--- config.mk ---
export PLATFORM = sky130hd
export DESIGN_NAME = accumulate_sequencer
export DESIGN_NICKNAME = d
export VERILOG_FILES = /design/src/rtl/accumulate_sequencer.sv
export SDC_FILE = /design/constraint.sdc
export NUM_CORES = 1
export LEC_CHECK = 0
export CAP_MARGIN = 40
export CELL_PAD_IN_SITES_DETAIL_PLACEMENT = 0
export CELL_PAD_IN_SITES_GLOBAL_PLACEMENT = 1
export CORE_ASPECT_RATIO = 1.4
export CORE_MARGIN = 1.5
export CORE_UTILIZATION = 30
export CTS_BUF_LIST = sky130_fd_sc_hd__clkbuf_16
export CTS_CLUSTER_SIZE = 10
export DETAILED_ROUTE_END_ITERATION = 8
export GPL_TIMING_DRIVEN = 0
export PLACE_DENSITY = 0.91
export SKIP_CTS_REPAIR_TIMING = 1
export SLEW_MARGIN = 20
export SYNTH_ARGS = -nofsm -noshare
export SYNTH_HDL_FRONTEND = slang
export SYNTH_SLANG_ARGS = --single-unit
--- constraint.sdc ---
create_clock -name clk -period 1.75 [get_ports clk]
set_input_delay 0.175 -clock clk [delete_from_list [all_inputs] [get_ports clk]]
set_output_delay 0.175 -clock clk [all_outputs]
set_load 0.01 [all_outputs]
--- src/rtl/accumulate_sequencer.sv ---
// accumulate_sequencer: sequences a stream of signed operands through an
// external combinational adder. It keeps the running accumulator, the flags
// of the most recent step and an overflow flag that stays set for the whole run.
module accumulate_sequencer #(
  parameter int WIDTH = 8,
  parameter int LEN_W = 4
) (
  input  logic                    clk,
  input  logic                    rst,
  input  logic                    start,
  input  logic [LEN_W-1:0]        length,
  input  logic                    op_sub,
  input  logic signed [WIDTH-1:0] operand,
  input  logic                    operand_valid,
  output logic                    operand_ready,
  output logic signed [WIDTH-1:0] adder_a,
  output logic signed [WIDTH-1:0] adder_b,
  input  logic signed [WIDTH-1:0] adder_c,
  input  logic                    adder_negative,
  input  logic                    adder_zero,
  input  logic                    adder_overflow,
  output logic signed [WIDTH-1:0] result,
  output logic                    negative,
  output logic                    zero,
  output logic                    overflow,
  output logic                    sticky_ovf,
  output logic                    busy,
  output logic                    done
);

  typedef enum logic [1:0] {IDLE, ACCUM, DONE} state_t;

  // Most negative value; negating it yields itself, so the adder's overflow
  // flag cannot be trusted for that subtrahend.
  localparam logic signed [WIDTH-1:0] MIN_VAL = {1'b1, {(WIDTH-1){1'b0}}};

  state_t           state;
  logic [LEN_W-1:0] remaining;
  logic             sub_q;
  logic             first;
  logic             accept;
  logic             step_ovf;

  // Two's-complement negation, wrapping modulo 2^WIDTH.
  function automatic logic signed [WIDTH-1:0] negate(input logic signed [WIDTH-1:0] x);
    return ~x + WIDTH'(1);
  endfunction

  // Overflow of a non-first step. Subtracting MIN_VAL overflows exactly when
  // the accumulator is non-negative, whatever the adder reports.
  function automatic logic step_overflow(input logic sub, input logic signed [WIDTH-1:0] op,
                                         input logic signed [WIDTH-1:0] acc, input logic add_ovf);
    if (sub && (op == MIN_VAL)) return ~acc[WIDTH-1];
    return add_ovf;
  endfunction

  assign operand_ready = (state == ACCUM);
  assign accept        = operand_valid & operand_ready;
  assign adder_a       = result;
  assign adder_b       = sub_q ? negate(operand) : operand;
  assign step_ovf      = step_overflow(sub_q, operand, result, adder_overflow);

  // Run control, accumulator and flag registers.
  always_ff @(posedge clk) begin
    if (rst) begin
      state      <= IDLE;
      remaining  <= '0;
      sub_q      <= 1'b0;
      first      <= 1'b0;
      result     <= '0;
      negative   <= 1'b0;
      zero       <= 1'b0;
      overflow   <= 1'b0;
      sticky_ovf <= 1'b0;
      busy       <= 1'b0;
      done       <= 1'b0;
    end else begin
      case (state)
        IDLE: begin
          if (start) begin
            if (length != '0) begin
              remaining  <= length;
              sub_q      <= op_sub;
              sticky_ovf <= 1'b0;
              negative   <= 1'b0;
              zero       <= 1'b0;
              overflow   <= 1'b0;
              first      <= 1'b1;
              busy       <= 1'b1;
              state      <= ACCUM;
            end else begin
              result   <= '0;
              negative <= 1'b0;
              zero     <= 1'b1;
              overflow <= 1'b0;
              done     <= 1'b1;
              state    <= DONE;
            end
          end
        end
        ACCUM: begin
          if (accept) begin
            if (first) begin
              // The first operand is the minuend/base: loaded, never negated.
              result   <= operand;
              negative <= operand[WIDTH-1];
              zero     <= (operand == '0);
              overflow <= 1'b0;
              first    <= 1'b0;
            end else begin
              result     <= adder_c;
              negative   <= adder_negative;
              zero       <= adder_zero;
              overflow   <= step_ovf;
              sticky_ovf <= sticky_ovf | step_ovf;
            end
            remaining <= remaining - LEN_W'(1);
            if (remaining == LEN_W'(1)) begin
              busy  <= 1'b0;
              done  <= 1'b1;
              state <= DONE;
            end
          end
        end
        DONE: begin
          done  <= 1'b0;
          state <= IDLE;
        end
        default: state <= IDLE;
      endcase
    end
  end

endmodule

After elaboration in Yosys (flattened, before gate mapping)
Index checks and enable logic that the tools add are counted.
{"block": "word_totals", "wordCells": 88, "out_inout_bits": 31, "ff_bits": 22, "in_bits": 28}
{"block": "classes", "n_reduce_logical": 14, "muxes": 47, "n_eq_ne": 10, "bitwise_logic": 4, "add_sub_neg": 2}
{"cell": "two-way mux 8 bit", "n": 5}
{"cell": "two-way mux 1 bit", "n": 25}
{"cell": "case mux 8 bit (2 select lines)", "n": 1}
{"cell": "AND reduction 5 bit", "n": 3}
{"cell": "two-way mux 4 bit", "n": 3}
{"cell": "case mux 1 bit (2 select lines)", "n": 6}
{"cell": "AND reduction 3 bit", "n": 3}
{"cell": "adder 8 x 2 -> 8 bit, second input constant", "n": 1}
{"cell": "equality test 8 bit, second input constant", "n": 1}
{"cell": "logical NOT 8 bit", "n": 1}
{"cell": "two-way mux 2 bit", "n": 4}
{"cell": "!= test 2 bit, second input constant", "n": 4}
{"cell": "NOT 8 bit", "n": 1}
{"cell": "case mux 4 bit (2 select lines)", "n": 1}
{"cell": "AND reduction 4 bit", "n": 2}
{"cell": "equality test 4 x 1 -> 1 bit, second input constant", "n": 1}
{"cell": "!= test 2 x 1 -> 1 bit, second input constant", "n": 2}
{"cell": "case mux 2 bit (2 select lines)", "n": 1}
{"cell": "nonzero test 4 bit", "n": 1}
{"cell": "subtractor 4 x 1 -> 4 bit, second input constant", "n": 1}
{"cell": "case mux 1 bit (3 select lines)", "n": 1}
{"cell": "nonzero test 3 bit", "n": 1}
{"cell": "equality test 2 x 1 -> 1 bit, second input constant", "n": 1}
{"cell": "equality test 2 bit, second input constant", "n": 1}
{"cell": "6 further kinds", "n": 6}

Longest topological paths before layout
{"block": "depth", "depth_word": 8, "mapped_depth": 6, "depth_no_buf": 6}

Worst setup path before layout
Ideal clock, no wire load.
{"block": "synth_timing", "path_type": "input -> output", "startpoint": "input operand[2]", "endpoint": "output adder_b[7]", "t_required_ps": 1575, "cell_stages": 4, "n_path_buf": 0, "arrival_time_ps": 1315, "setup_slack_ps": 260, "cell_sequence": "or2_2 or4_4 o31ai_1 xnor2_1"}
{"block": "synth_between", "elab_chain_cells": 3}
{"element": "from (decl)", "line_no": "13", "text": "input logic signed [WIDTH-1:0] operand,"}
{"element": "NOT 8 bit", "line_no": "46", "text": "return ~x + WIDTH'(1);"}
{"element": "adder 8 x 2 -> 8 bit", "line_no": "46"}
{"element": "two-way mux 8 bit", "line_no": "60", "text": "assign adder_b = sub_q ? negate(operand) : operand;"}
{"element": "to (decl)", "line_no": "17", "text": "output logic signed [WIDTH-1:0] adder_b,"}
Every way passes these cells.

Worst setup path in the final report
Ends and elaborated chain as after synthesis.

==> impl_metrics.yaml <==
yosys:
  ys_types: 33
  syn_area_mm2: 0.00138
  ys_ff_latch: 22
  ys_seq_area_frac: 0.320
  synth_area_per_cell_um2: 8.14
  syn_nets: 200
  yosysWarningCount: 0
  syn_inst: 169
sta:
  rsz0062_at_grt: "yes"
  worstMarginPinSlew_ns: 0.744
  slew_headroom: 0.500
  drv_slew: 0
  final.setup.tns_ns: -0.0402
  finalSetupViolCount: 1
  finalHoldViolCount: 0
  max_freq_mhz: 559
  post-route-period-util: 1.02
  hold_slack_ns: 0.335
  setup_ws_ns: -0.0402
  finClkSkew_ns: 0.00311
  period_needed_ns: 1.79
layout:
  final_common_cell: "clkdlybuf4s50_1"
  fill_cells: 446
  fin_cells: 295
  mostFrequentLayoutCells: "clkdlybuf4s50_1, nor2_1, dfxtp_1, mux2i_1"
  antenna_cells: 0
  design_area_mm2: 0.00219
  final_nets: 265
  syn_to_final_growth_pct: 58.9
  layout-drive-gt1-share: 0.150
worst_setup_path:
  required_ns: 1.57
  crit_slowest_cell: "or4_4"
  cp_max_fo: 5
  worst_ep_arrival_time_ns: 1.62
  crit_path_cell_trace: "dlymetal6s2s_1 -> or2_2 -> or4_4 -> o31ai_2 -> xnor2_1 -> buf_2"
  max_stage_delay_ns: 0.43
  critPathTopFamily: "simple AND/OR/NAND/NOR gates"
  r2r_start: "state[0]$_SDFFE_PP0P_"
  reg2regPathDepth: 6
  worstSetupEndpointType: "output port"
  worst-path-buf-inv: 2
  r2r_slack_ns: 0.14
  r2r-end: "adder_a[2]$_SDFFE_PP0P_"
  start_kind: "input pin"
  path_class: "input pin to output port"
min_path:
  whs_endpoint: "remaining[1]$_SDFFE_PP0P_"
  min_from: "length[1]"
  min_delay_path_depth: 3
  min_path_type: "input pin to flop"
placed_design:
  portBuffers: 58
  dp.cells: 289
  gp_congestion: 0.821
  placed_cell_area_mm2: 0.00203
  pre_cts_slack_ns: -0.841
  hpwl_um: 2890
status:
  run_status: "complete, but fails checks"
  violations: "negative setup slack"
clock_tree:
  cts_made_buffers: 3
  clockBufferDepth: 2
  cts_tree: "yes"
  clock_sinks: 22
  htreeDepth: 1
  root_buffer: "clkbuf_16"
  path_clk_slew_ns: 0.06
  clock_latency_ns: 0.26
route:
  viasPerCell: 4.86
  wl_per_cell_um: 13.2
  route.detailed.drc: 0
  drt_iter0_markers: 80
  dr.pass1.iters: 4
  wl_um: 3910
  drtAntennaViolNets: 0
  via_count: 1433
die:
  core_region_area_mm2: 0.00446
  start_util: 0.308
  row_count: 29
  io_pins: 59
  die_width_um: 60.2
  die_h_um: 83.1
  die_area_mm2: 0.00501
power_and_ir_drop:
  leakage_nw: 0.911
  powerDensity_mw_per_mm2: 709
  irDropWorstVdd_mv: 0.402
global_route:
  grt_antenna_before_repair: 0
  grt_overflow: 0
  grt_pass1_vias: 1387
  grt_max_degree: 13
  grt_pass1_wl_um: 6290
  grt_use_total: 0.161
flow_run:
  cap_violations: 0
[area by class of cell]
cell class | instances | area [um^2] | share of cell area
multi-input combinational | 121 | 820 | 0.375
timing repair buffer | 61 | 621 | 0.284
sequential | 22 | 444 | 0.203
buffer | 17 | 113 | 0.0515
tap | 62 | 77.6 | 0.0355
clock buffer | 3 | 75.1 | 0.0343
inverter | 8 | 33.8 | 0.0154
clock inverter | 1 | 3.75 | 0.00172
[kinds of logic (layout without fill, tap and decap cells)]
| kind of cell | Yosys count | after routing | synth area share |
|---|---|---|---|
| mux | 19 | 19 | 0.139 |
| fa+ha+maj | 3 | 3 | 0.0273 |
| buf+inv | 26 | 90 | 0.104 |
| flops | 22 | 22 | 0.320 |
| xor+xnor | 6 | 6 | 0.0382 |
| simple gates | 59 | 59 | 0.215 |
| compound gates | 34 | 34 | 0.156 |
[worst max path at each step]
| stage | start | end | slack [ns] | depth (start not counted) |
|---|---|---|---|---|
| floorplan | operand[2] | adder_b[7] | 0.26 | 4 |
| global placement | operand[2] | adder_b[7] | -0.83 | 6 |
| detailed placement | operand[2] | adder_b[7] | -0.84 | 6 |
| CTS | operand[2] | adder_b[7] | -0.84 | 6 |
| global route | operand[2] | adder_b[7] | -0.10 | 6 |
| finish | operand[2] | adder_b[7] | -0.04 | 6 |
[power breakdown]
group          internal, W  total, W  switching [W]  leakage, nW
logic             0.000255  0.000490       0.000235        0.692
registers         0.000535  0.000559      0.0000245        0.180
clock network     0.000306  0.000502       0.000197       0.0385
[metal layers]
| layer | vias up | track usage | routed length, um |
|---|---|---|---|
| met5 | - | 0 | 0 |
| met1 | 663 | 0.197 | 1550 |
| met4 | 0 | 0.0424 | 44 |
| met3 | 5 | 0.0592 | 385 |
| met2 | 59 | 0.261 | 1920 |
| li1 | 706 | - | - |
[worst register-to-register path: cells and delay by family (launching register included)]
kind,cells,cell delay (ns)
flops,1,0.30
simple gates,1,0.05
mux,2,0.41
compound gates,1,0.29
buf+inv,2,0.43
[through the flow]
step                      total power (W)  utilization
after floorplan                  0.000826            -
after global placement            0.00104        0.456
after detailed placement          0.00105        0.456
after CTS                         0.00155        0.474
after global routing              0.00164        0.490
final                             0.00155        0.490
[registers in the layout (all words and copies together) (netlist names)]
register and count:
done 1, adder_a 8, sticky_ovf 1, overflow 1, remaining 4, sub_q 1
busy 1, negative 1, first 1, state 2, zero 1
[cells in the mapped netlist (all sizes together)]
library cell / instances / area (um^2)
a211o: 1 / 8.76
a211oi: 2 / 25.0
a21oi: 12 / 60.1
a221oi: 1 / 8.76
a22o: 1 / 8.76
a32oi: 1 / 8.76
and4: 1 / 8.76
buf: 13 / 93.8
clkbuf: 5 / 18.8
clkinv: 1 / 3.75
dfxtp: 22 / 440
ha: 3 / 37.5
inv: 7 / 26.3
mux2: 1 / 11.3
mux2i: 18 / 180
nand2: 12 / 45.0
nand2b: 5 / 31.3
nand3b: 2 / 15.0
nand4b: 1 / 8.76
nor2: 23 / 86.3
nor2b: 3 / 18.8
nor3: 3 / 15.0
nor3b: 1 / 7.51
nor4: 3 / 18.8
o211ai: 1 / 7.51
o21ai: 10 / 50.1
o31ai: 5 / 37.5
or2: 2 / 12.5
or3: 1 / 6.26
or4: 2 / 22.5
xnor2: 6 / 52.6
Power figures use the tool's default switching activity.
